**config.mk**
```make
export PLATFORM = sky130hd
export DESIGN_NAME = elevator_controller
export DESIGN_NICKNAME = d
export VERILOG_FILES = /design/src/rtl/elevator_controller.sv
export SDC_FILE = /design/constraint.sdc
export NUM_CORES = 1
export LEC_CHECK = 0
export BUFFER_PORTS_ARGS = -buffer_cell sky130_fd_sc_hd__buf_2
export CAP_MARGIN = 20
export CORE_ASPECT_RATIO = 2
export CORE_MARGIN = 1.5
export CORE_UTILIZATION = 59
export CTS_BUF_LIST = sky130_fd_sc_hd__clkbuf_16
export DETAILED_ROUTE_END_ITERATION = 8
export GPL_TIMING_DRIVEN = 0
export PLACE_DENSITY = 0.85
export SLEW_MARGIN = 0
export SYNTH_ARGS = -nofsm -noshare
export SYNTH_HDL_FRONTEND = slang
export SYNTH_SLANG_ARGS = --single-unit
```
**constraint.sdc**
```tcl
create_clock -name clk -period 8 [get_ports clk]
set_input_delay 1.6 -clock clk [delete_from_list [all_inputs] [get_ports clk]]
set_output_delay 1.6 -clock clk [all_outputs]
set_load 0.005 [all_outputs]
```
**src/rtl/elevator_controller.sv**
```systemverilog
// Single-car elevator motion/door controller.
// Collective (SCAN) scheduling over latched car and hall calls; travel and door
// dwell are timed by counters; served calls are dropped through one-hot clear masks.
module elevator_controller #(
    parameter int BUTTONS_WIDTH = 8,
    parameter int TRAVEL_CYCLES = 16,
    parameter int DOOR_CYCLES   = 32,
    localparam int FLOOR_W      = (BUTTONS_WIDTH > 1) ? $clog2(BUTTONS_WIDTH) : 1
) (
    input  logic                     clk,
    input  logic                     reset,
    input  logic [BUTTONS_WIDTH-1:0] active_in_levels,
    input  logic [BUTTONS_WIDTH-1:0] active_out_up_levels,
    input  logic [BUTTONS_WIDTH-1:0] active_out_down_levels,
    output logic [BUTTONS_WIDTH-1:0] inactivate_in_levels,
    output logic [BUTTONS_WIDTH-1:0] inactivate_out_up_levels,
    output logic [BUTTONS_WIDTH-1:0] inactivate_out_down_levels,
    output logic [FLOOR_W-1:0]       current_floor,
    output logic                     moving_up,
    output logic                     moving_down,
    output logic                     door_open
);

    localparam int TW = (TRAVEL_CYCLES > 1) ? $clog2(TRAVEL_CYCLES) : 1;
    localparam int DW = (DOOR_CYCLES > 1) ? $clog2(DOOR_CYCLES) : 1;

    typedef enum logic [1:0] {
        IDLE      = 2'd0,
        MOVE_UP   = 2'd1,
        MOVE_DOWN = 2'd2,
        DOOR      = 2'd3
    } state_t;

    typedef enum logic {
        DIR_UP   = 1'b0,
        DIR_DOWN = 1'b1
    } dir_t;

    state_t                   state_q, state_d;
    dir_t                     dir_q, dir_d;
    logic [FLOOR_W-1:0]       floor_q, floor_d;
    logic [TW-1:0]            tcnt_q, tcnt_d;
    logic [DW-1:0]            dcnt_q, dcnt_d;

    logic                     moving_up_q, moving_down_q, door_open_q;
    logic [BUTTONS_WIDTH-1:0] clr_in_q, clr_up_q, clr_dn_q;
    logic [BUTTONS_WIDTH-1:0] clr_in_d, clr_up_d, clr_dn_d;

    logic [BUTTONS_WIDTH-1:0] any_call;
    logic [FLOOR_W-1:0]       step_floor;
    logic                     arr_ahead, arr_hall_dir, arr_car;
    logic                     here_ahead, here_behind, here_opp_hall;
    logic                     idle_above, idle_below;

    function automatic logic any_above(input logic [BUTTONS_WIDTH-1:0] v,
                                       input logic [FLOOR_W-1:0] f);
        logic r;
        r = 1'b0;
        for (int unsigned i = 0; i < BUTTONS_WIDTH; i++) begin
            if (v[i] && (FLOOR_W'(i) > f)) r = 1'b1;
        end
        return r;
    endfunction

    function automatic logic any_below(input logic [BUTTONS_WIDTH-1:0] v,
                                       input logic [FLOOR_W-1:0] f);
        logic r;
        r = 1'b0;
        for (int unsigned i = 0; i < BUTTONS_WIDTH; i++) begin
            if (v[i] && (FLOOR_W'(i) < f)) r = 1'b1;
        end
        return r;
    endfunction

    assign any_call = active_in_levels | active_out_up_levels | active_out_down_levels;

    // Call terms at the current floor and at the floor about to be reached
    always_comb begin
        step_floor    = (state_q == MOVE_DOWN) ? (floor_q - FLOOR_W'(1))
                                               : (floor_q + FLOOR_W'(1));
        arr_car       = active_in_levels[step_floor];
        arr_hall_dir  = (dir_q == DIR_UP) ? active_out_up_levels[step_floor]
                                          : active_out_down_levels[step_floor];
        arr_ahead     = (dir_q == DIR_UP) ? any_above(any_call, step_floor)
                                          : any_below(any_call, step_floor);
        here_ahead    = (dir_q == DIR_UP) ? any_above(any_call, floor_q)
                                          : any_below(any_call, floor_q);
        here_behind   = (dir_q == DIR_UP) ? any_below(any_call, floor_q)
                                          : any_above(any_call, floor_q);
        here_opp_hall = (dir_q == DIR_UP) ? active_out_down_levels[floor_q]
                                          : active_out_up_levels[floor_q];
        idle_above    = any_above(any_call, floor_q);
        idle_below    = any_below(any_call, floor_q);
    end

    // Next-state logic for scheduling, travel timing and door dwell
    always_comb begin
        state_d = state_q;
        dir_d   = dir_q;
        floor_d = floor_q;
        tcnt_d  = '0;
        dcnt_d  = '0;
        unique case (state_q)
            IDLE: begin
                if (any_call[floor_q]) begin
                    state_d = DOOR;
                    dir_d   = (active_out_up_levels[floor_q] | active_in_levels[floor_q] |
                               ~active_out_down_levels[floor_q]) ? DIR_UP : DIR_DOWN;
                end else if (idle_above) begin
                    state_d = MOVE_UP;
                    dir_d   = DIR_UP;
                end else if (idle_below) begin
                    state_d = MOVE_DOWN;
                    dir_d   = DIR_DOWN;
                end
            end
            MOVE_UP, MOVE_DOWN: begin
                if (tcnt_q == TW'(TRAVEL_CYCLES - 1)) begin
                    floor_d = step_floor;
                    if (arr_car || arr_hall_dir || !arr_ahead) begin
                        state_d = DOOR;
                        // Turn around only when nothing lies ahead and no same-direction
                        // hall call waits here, so that call is still the one cleared.
                        if (!arr_ahead && !arr_hall_dir)
                            dir_d = (dir_q == DIR_UP) ? DIR_DOWN : DIR_UP;
                    end
                end else begin
                    tcnt_d = tcnt_q + TW'(1);
                end
            end
            DOOR: begin
                if (dcnt_q == DW'(DOOR_CYCLES - 1)) begin
                    if (here_ahead) begin
                        state_d = (dir_q == DIR_UP) ? MOVE_UP : MOVE_DOWN;
                    end else if (here_opp_hall) begin
                        dir_d   = (dir_q == DIR_UP) ? DIR_DOWN : DIR_UP;
                        state_d = DOOR;
                    end else if (here_behind) begin
                        dir_d   = (dir_q == DIR_UP) ? DIR_DOWN : DIR_UP;
                        state_d = (dir_q == DIR_UP) ? MOVE_DOWN : MOVE_UP;
                    end else begin
                        state_d = IDLE;
                    end
                end else begin
                    dcnt_d = dcnt_q + DW'(1);
                end
            end
            default: state_d = IDLE;
        endcase
    end

    // Clear masks for the coming cycle: one-hot at the floor while the door is open
    always_comb begin
        clr_in_d = '0;
        clr_up_d = '0;
        clr_dn_d = '0;
        if (state_d == DOOR) begin
            clr_in_d[floor_d] = 1'b1;
            if (dir_d == DIR_UP) clr_up_d[floor_d] = 1'b1;
            else                 clr_dn_d[floor_d] = 1'b1;
        end
    end

    // State, position, counters and registered outputs
    always_ff @(posedge clk or negedge reset) begin
        if (!reset) begin
            state_q       <= IDLE;
            dir_q         <= DIR_UP;
            floor_q       <= '0;
            tcnt_q        <= '0;
            dcnt_q        <= '0;
            moving_up_q   <= 1'b0;
            moving_down_q <= 1'b0;
            door_open_q   <= 1'b0;
            clr_in_q      <= '0;
            clr_up_q      <= '0;
            clr_dn_q      <= '0;
        end else begin
            state_q       <= state_d;
            dir_q         <= dir_d;
            floor_q       <= floor_d;
            tcnt_q        <= tcnt_d;
            dcnt_q        <= dcnt_d;
            moving_up_q   <= (state_d == MOVE_UP);
            moving_down_q <= (state_d == MOVE_DOWN);
            door_open_q   <= (state_d == DOOR);
            clr_in_q      <= clr_in_d;
            clr_up_q      <= clr_up_d;
            clr_dn_q      <= clr_dn_d;
        end
    end

    assign inactivate_in_levels       = clr_in_q;
    assign inactivate_out_up_levels   = clr_up_q;
    assign inactivate_out_down_levels = clr_dn_q;
    assign current_floor              = floor_q;
    assign moving_up                  = moving_up_q;
    assign moving_down                = moving_down_q;
    assign door_open                  = door_open_q;

endmodule
```
# Word level (Yosys, flattened, before mapping)
# Cells that the tools add are included.
# totals
regBits,42
elab_cells,194
# classes
addsub,4
n_lt_le_gt_ge,36
eq_ne,8
muxes,90
bitwise_logic,5
n_reduce_logical,40
# op_table
op,n
2-to-1 mux 1 bit,57
2-to-1 mux 8 bit,5
logical AND 1 bit,34
greater-than comparator 3 bit (first input constant),8
< comparator 3 bit (first input constant),8
2-to-1 mux 2 bit,11
binary-select mux 1 bit (select 3 bit),7
OR 8 bit,2
greater-than comparator 1 x 3 -> 1 bit (first input constant),4
greater-than comparator 2 x 3 -> 1 bit (first input constant),4
< comparator 1 x 3 -> 1 bit (first input constant),4
< comparator 2 x 3 -> 1 bit (first input constant),4
< comparator 3 x 4 -> 1 bit (second input constant),3
2-to-1 mux 5 bit,2
2-to-1 mux 3 bit,3
== test 2 bit (second input constant),4
2-to-1 mux 4 bit,2
one-hot mux 2 bit (3 select lines),1
adder 5 x 1 -> 5 bit (second input constant),1
== test 5 bit (second input constant),1
adder 4 x 1 -> 4 bit (second input constant),1
== test 2 x 1 -> 1 bit (second input constant),2
== test 4 bit (second input constant),1
adder 3 x 1 -> 3 bit (second input constant),1
10 further kinds,13

# Logic depth before layout (Yosys ltp)
# logic_depth
ltp_word,21
ltp_mapped,13

# Worst setup path before layout
# OpenSTA, ideal clock, no wires.
# synth_path
path_kind,input to register
from,input port active_out_down_levels[4]
to,"register clr_up_q[0], in the netlist inactivate_out_up_levels[0]"
setup_time_ns,0.101
arrival_ns,3.692
path_slack_ns,4.207
stages,9
path_buffers,1
path_cell_list,or3_1 -> clkbuf_1 -> nor3_1 -> a31oi_1 -> a2bb2oi_2 -> o211a_1 -> o41ai_4 -> inv_4 -> nor4_1
# synth_via
elab_chain_cells,15
word_cells_on_any_way,64
cone_classes,eq/ne: 1; mux: 51; bitwise: 3; reduce/logical: 9
# synth_lines
item,line_no,rtl
"start, declared",14,"input logic [BUTTONS_WIDTH-1:0] active_out_down_levels,"
OR 8 bit,75,assign any_call = active_in_levels | active_out_up_levels | active_out_down_levels;
"logical AND 1 bit, on equally long branches","60, 70",
"2-to-1 mux 1 bit, on equally long branches (4 in a row)","60, 70",
2-to-1 mux 1 bit,84,"arr_ahead = (dir_q == DIR_UP) ? any_above(any_call, step_floor)"
zero test 1 bit,"120, 124",
logical AND 1 bit,124,if (!arr_ahead && !arr_hall_dir)
2-to-1 mux 1 bit,124,
2-to-1 mux 1 bit,120,if (arr_car || arr_hall_dir || !arr_ahead) begin
2-to-1 mux 1 bit,118,if (tcnt_q == TW'(TRAVEL_CYCLES - 1)) begin
one-hot mux 1 bit (3 select lines) *,103,unique case (state_q)
net dir_d,40,"dir_t dir_q, dir_d;"
2-to-1 mux 8 bit *,159,if (dir_d == DIR_UP) clr_up_d[floor_d] = 1'b1;
2-to-1 mux 8 bit *,157,if (state_d == DOOR) begin
net clr_up_d[0],47,"logic [BUTTONS_WIDTH-1:0] clr_in_d, clr_up_d, clr_dn_d;"
"end signal, assigned",188,clr_up_q <= clr_up_d;
"end, declared",46,"logic [BUTTONS_WIDTH-1:0] clr_in_q, clr_up_q, clr_dn_q;"
# Mark *: on every way through the listed nets, which the timed path passes. The rest lies on a longest branch. The select of a mux whose other input is x is not followed.

# Worst setup path in the final report
# layout_path
from,input port active_out_down_levels[5]
to,"register clr_up_q[7], in the netlist inactivate_out_up_levels[7]"
# layout_via
elab_chain_cells,14
word_cells_on_any_way,60
cone_classes,eq/ne: 1; mux: 47; bitwise: 3; reduce/logical: 9
# layout_lines
item,line_no
OR 8 bit,75
"logical AND 1 bit, on equally long branches","60, 70"
"2-to-1 mux 1 bit, on equally long branches (3 in a row)","60, 70"
2-to-1 mux 1 bit,84
zero test 1 bit,"120, 124"
logical AND 1 bit,124
2-to-1 mux 1 bit,124
2-to-1 mux 1 bit,120
2-to-1 mux 1 bit,118
one-hot mux 1 bit (3 select lines) *,103
net dir_d,40
2-to-1 mux 8 bit *,159
2-to-1 mux 8 bit *,157
net clr_up_d[7],47
# Marked as above.

==> summary.md <==
| Metric | Value |
|---|---|
| Tcrit/Tclk final | `0.550` |
| Final worst path period need | `~4.4 ns` |
| Chip height | `around 100 um` |
| Worst-path fanout max | `9` |
| CP Data Required Time | `slightly above 8 ns` |
| Status | `finished clean` |
| Final setup skew | `approximately 0.0057 ns` |
| Fmax | `~230 MHz` |
| ANT nets after route | `0` |
| Pleak | `around 1.5 nW` |
| Synth Area per Inst | `approximately 10 um2` |
| PortBufs | `55` |
| Critical-path cell list | `buf_2 -> or3_1 -> o311ai_1 -> o2111ai_1 -> a22oi_1 -> a31oi_1 -> o41ai_4 -> inv_4 -> nor4_1` |
| Post-synth top area share | `0.382` |
| Drt drc | `0` |
| CP startpoint kind | `input port` |
| CP max stage delay | `0.61 ns` |
| First-pass GRT wire length | `between 10,000 and 15,000 um` |
| Critical Path Sink Type | `flop` |
| CTS tree | `yes` |
| Final Instance Area | `0.00326 mm2` |
| Sequential share of the synthesized area | `0.382` |
| Num CTS Buffers | `5` |
| ANT cells | `0` |
| Final hold violations | `0` |
| Power per Cell Area | `approximately 270 mW/mm2` |
| Synth top area cells | `dfrtp_1, mux4_2, ha_1, nor4_1, mux2i_1` |
| Worst skew pair latency | `around 0.28 ns` |
| Area of the die | `0.00510 mm2` |
| Longest Clk Path Bufs | `2` |
| Fin. max-slew vios | `0` |
| # setup viols final | `0` |
| Yosys top cell by area | `dfrtp_1` |
| Placed wire-length estimate | `~5600 um` |
| Wirelength per Cell | `19.7 um` |
| Switch Pwr | `~0.00033 W` |
| Sw frac | `0.386` |
| Post_cts resized | `0` |
| CP arrival | `4.55 ns` |
| Vias in the first global route | `2,637` |
| Hold Path Class | `flop to flop` |
| Syn_nets | `306` |
| FF+latch count, synth | `42` |
| Post-synthesis simple-gate area fraction | `0.185` |
| Layout cells sized above 1 | `0.287` |
| FP Rows | `35` |
| Hold_buf cts | `0` |
| Fin Setup TNS | `0 ns` |
| Largest net degree at the start of global routing | `43` |
| Fillers | `~360` |
| Clk pwr share | `0.259` |
| Slew @ Worst Pin | `~0.91 ns` |
| Area after DPL | `~0.0031 mm2` |
| Worst-path clk slew | `0.06 ns` |
| Vias per cell | `approximately 6.5` |
| Comb pwr share | `0.432` |
| DR vias | `between 2k and 2.5k` |
| Reg power frac | `0.309` |
| WL final | `7610 um` |
| Worst Setup Path Type | `input port to flop` |
| Root Driver | `clkbuf_16` |
| YS warnings | `0` |
| Synth Instances | `between 200 and 300` |
| Area Overhead vs Synth | `18.7%` |
| Starting Density | `0.604` |
| Drt initial violations | `128` |
| Sink Count | `42` |
| Number of flops mapped to enable cells by yosys | `0` |
| Synth Cell Area | `between 0.002 and 0.003 mm2` |
| Synth Area in Compound Gates | `0.176` |
| Largest family of logic cells by synthesized area | `simple AND/OR/NAND/NOR gates` |
| Antenna violations before repair | `0` |
| Asr flop ratio synth | `1.00` |
| MaxCap Viol Count | `0` |
| Multiplexer share of the synthesized area | `0.129` |
| I/O pins | `56` |
| Crit-path slowest cell | `o41ai_4` |
| Drt pass-1 iters | `4` |
| Final net count | `368` |
| Gpl congestion | `a little over 1` |
| Synth unique cells | `57` |
| Tot GR Track Use | `0.327` |
| Pwr Total | `slightly below 0.0009 W` |
| Ys flop type | `dfrtp_1` |
| VDD IR max | `~0.25 mV` |
| H-tree levels | `2` |
| Total gr overflow | `0` |
| Pint | `~0.00053 W` |
| XOR/XNOR share of the synthesized area | `0.0278` |
| Max-slew headroom | `0.395` |
| RSZ-0062 raised after global routing | `false` |
| Adder-Cell Fraction of Synth Area | `0.0546` |
| Core Footprint | `between 0.004 and 0.005 mm2` |
| Post-CTS setup buffers | `0` |
| Die Wd | `51.3 um` |
-- path summary, 6_finish.rpt --
| check | from | end | slack, ns | depth (start not counted) |
|---|---|---|---|---|
| setup reg to reg | current_floor[0] | inactivate_out_up_levels[7] | 3.74 | 12 |
| min in group asynchronous | reset | dcnt_q[0] | 1.46 | 1 |
| hold reg to reg | tcnt_q[0] | tcnt_q[0] | 0.50 | 1 |
| max in group asynchronous | reset | inactivate_in_levels[0] | 5.98 | 1 |
| hold / removal | tcnt_q[0] | tcnt_q[0] | 0.50 | 1 |
| setup / recovery | active_out_down_levels[5] | inactivate_out_up_levels[7] | 3.60 | 9 |
-- layout make-up --
cell class | count | area (um2) | share of cell area
plain buffers | 17 | 81.3 | 0.0249
clock buffers | 5 | 125 | 0.0384
clock inverters | 3 | 43.8 | 0.0134
inverters | 11 | 43.8 | 0.0134
multi-input cells | 198 | 1570 | 0.482
flip-flops and latches | 42 | 1050 | 0.322
well taps | 55 | 68.8 | 0.0211
repair buffers | 55 | 275 | 0.0844
-- layout by cell type, fill, tap and decap left out, types with 10 or more instances in the layout --
cell type	n
nor3_1	12
a21oi_1	10
o21ai_0	16
nand2_1	13
nor4_1	17
dfrtp_1	42
inv_1	10
ha_1	12
mux4_2	10
buf_2	63
-- through the flow --
stage / util / setup slack (ns) / std cells / hold WS, ns
floorplan: - / 4.21 / 268 / 0.433
global placement: 0.679 / 3.46 / 378 / 0.459
detailed placement: 0.679 / 3.46 / 378 / 0.480
CTS: 0.716 / 3.69 / 386 / 0.505
global route: 0.716 / 3.47 / 386 / 0.508
finish: 0.716 / 3.60 / 386 / 0.502
-- logic make-up (layout without fill, tap and decap cells) --
logic type                 count (synthesis)  count (layout)
xor gates and xnor gates                   7               7
muxes                                     21              21
AOI/OAI and AO/OA                         66              66
DFF                                       42              42
and+or+nand+nor                           92              92
adders and majority gates                 12              12
buffers and inverters                     28              91
-- synth_stat cells (2+ instances only) --
library cell,instances
buf_2,8
mux2_2,2
mux4_2,10
o31ai_1,2
nor2b_1,3
nor2_1,8
and2_1,8
a22oi_1,3
inv_1,10
ha_1,12
o211ai_1,3
buf_1,2
xor2_1,3
dfrtp_1,42
o211a_1,2
clkbuf_1,6
or2_2,3
o31a_1,3
nor3b_1,2
o21ai_0,16
nand2b_1,5
and3_1,4
xnor2_2,2
or3_1,8
nand2_1,13
a32oi_1,2
nor4_1,17
nor3_1,12
a31oi_1,6
a21o_1,3
a21oi_1,10
xnor2_1,2
nand3_1,5
mux2i_1,8
-- flip-flops by register name (all words and copies together), names as in the netlist --
| name | flops |
|---|---|
| tcnt_q | 4 |
| inactivate_in_levels | 8 |
| current_floor | 3 |
| door_open | 1 |
| moving_down | 1 |
| dir_q | 1 |
| dcnt_q | 5 |
| inactivate_out_down_levels | 8 |
| state_q | 2 |
| inactivate_out_up_levels | 8 |
| moving_up | 1 |
-- power by group through the flow --
stage,sequential [W],combinational [W],clock [W]
after global placement,0.000269,0.000354,0
after floorplan,0.000266,0.000265,0
after detailed placement,0.000271,0.000363,0
final,0.000268,0.000375,0.000225
after CTS,0.000267,0.000368,0.000230
after global routing,0.000270,0.000406,0.000237
-- metal layers --
metal | GRT usage | up-vias | wire, um
li1 | - | 1146 | -
met3 | 0.0616 | 30 | 464
met4 | 0.215 | 0 | 325
met5 | 0 | - | 0
met2 | 0.568 | 138 | 4180
met1 | 0.348 | 1185 | 2640
-- critical path, delay by kind of cell --
family | cells | cell delay [ns]
AOI/OAI and AO/OA | 5 | 1.83
and+or+nand+nor | 2 | 0.87
buffers and inverters | 2 | 0.25
No activity file was read; power rests on OpenSTA's default activity.
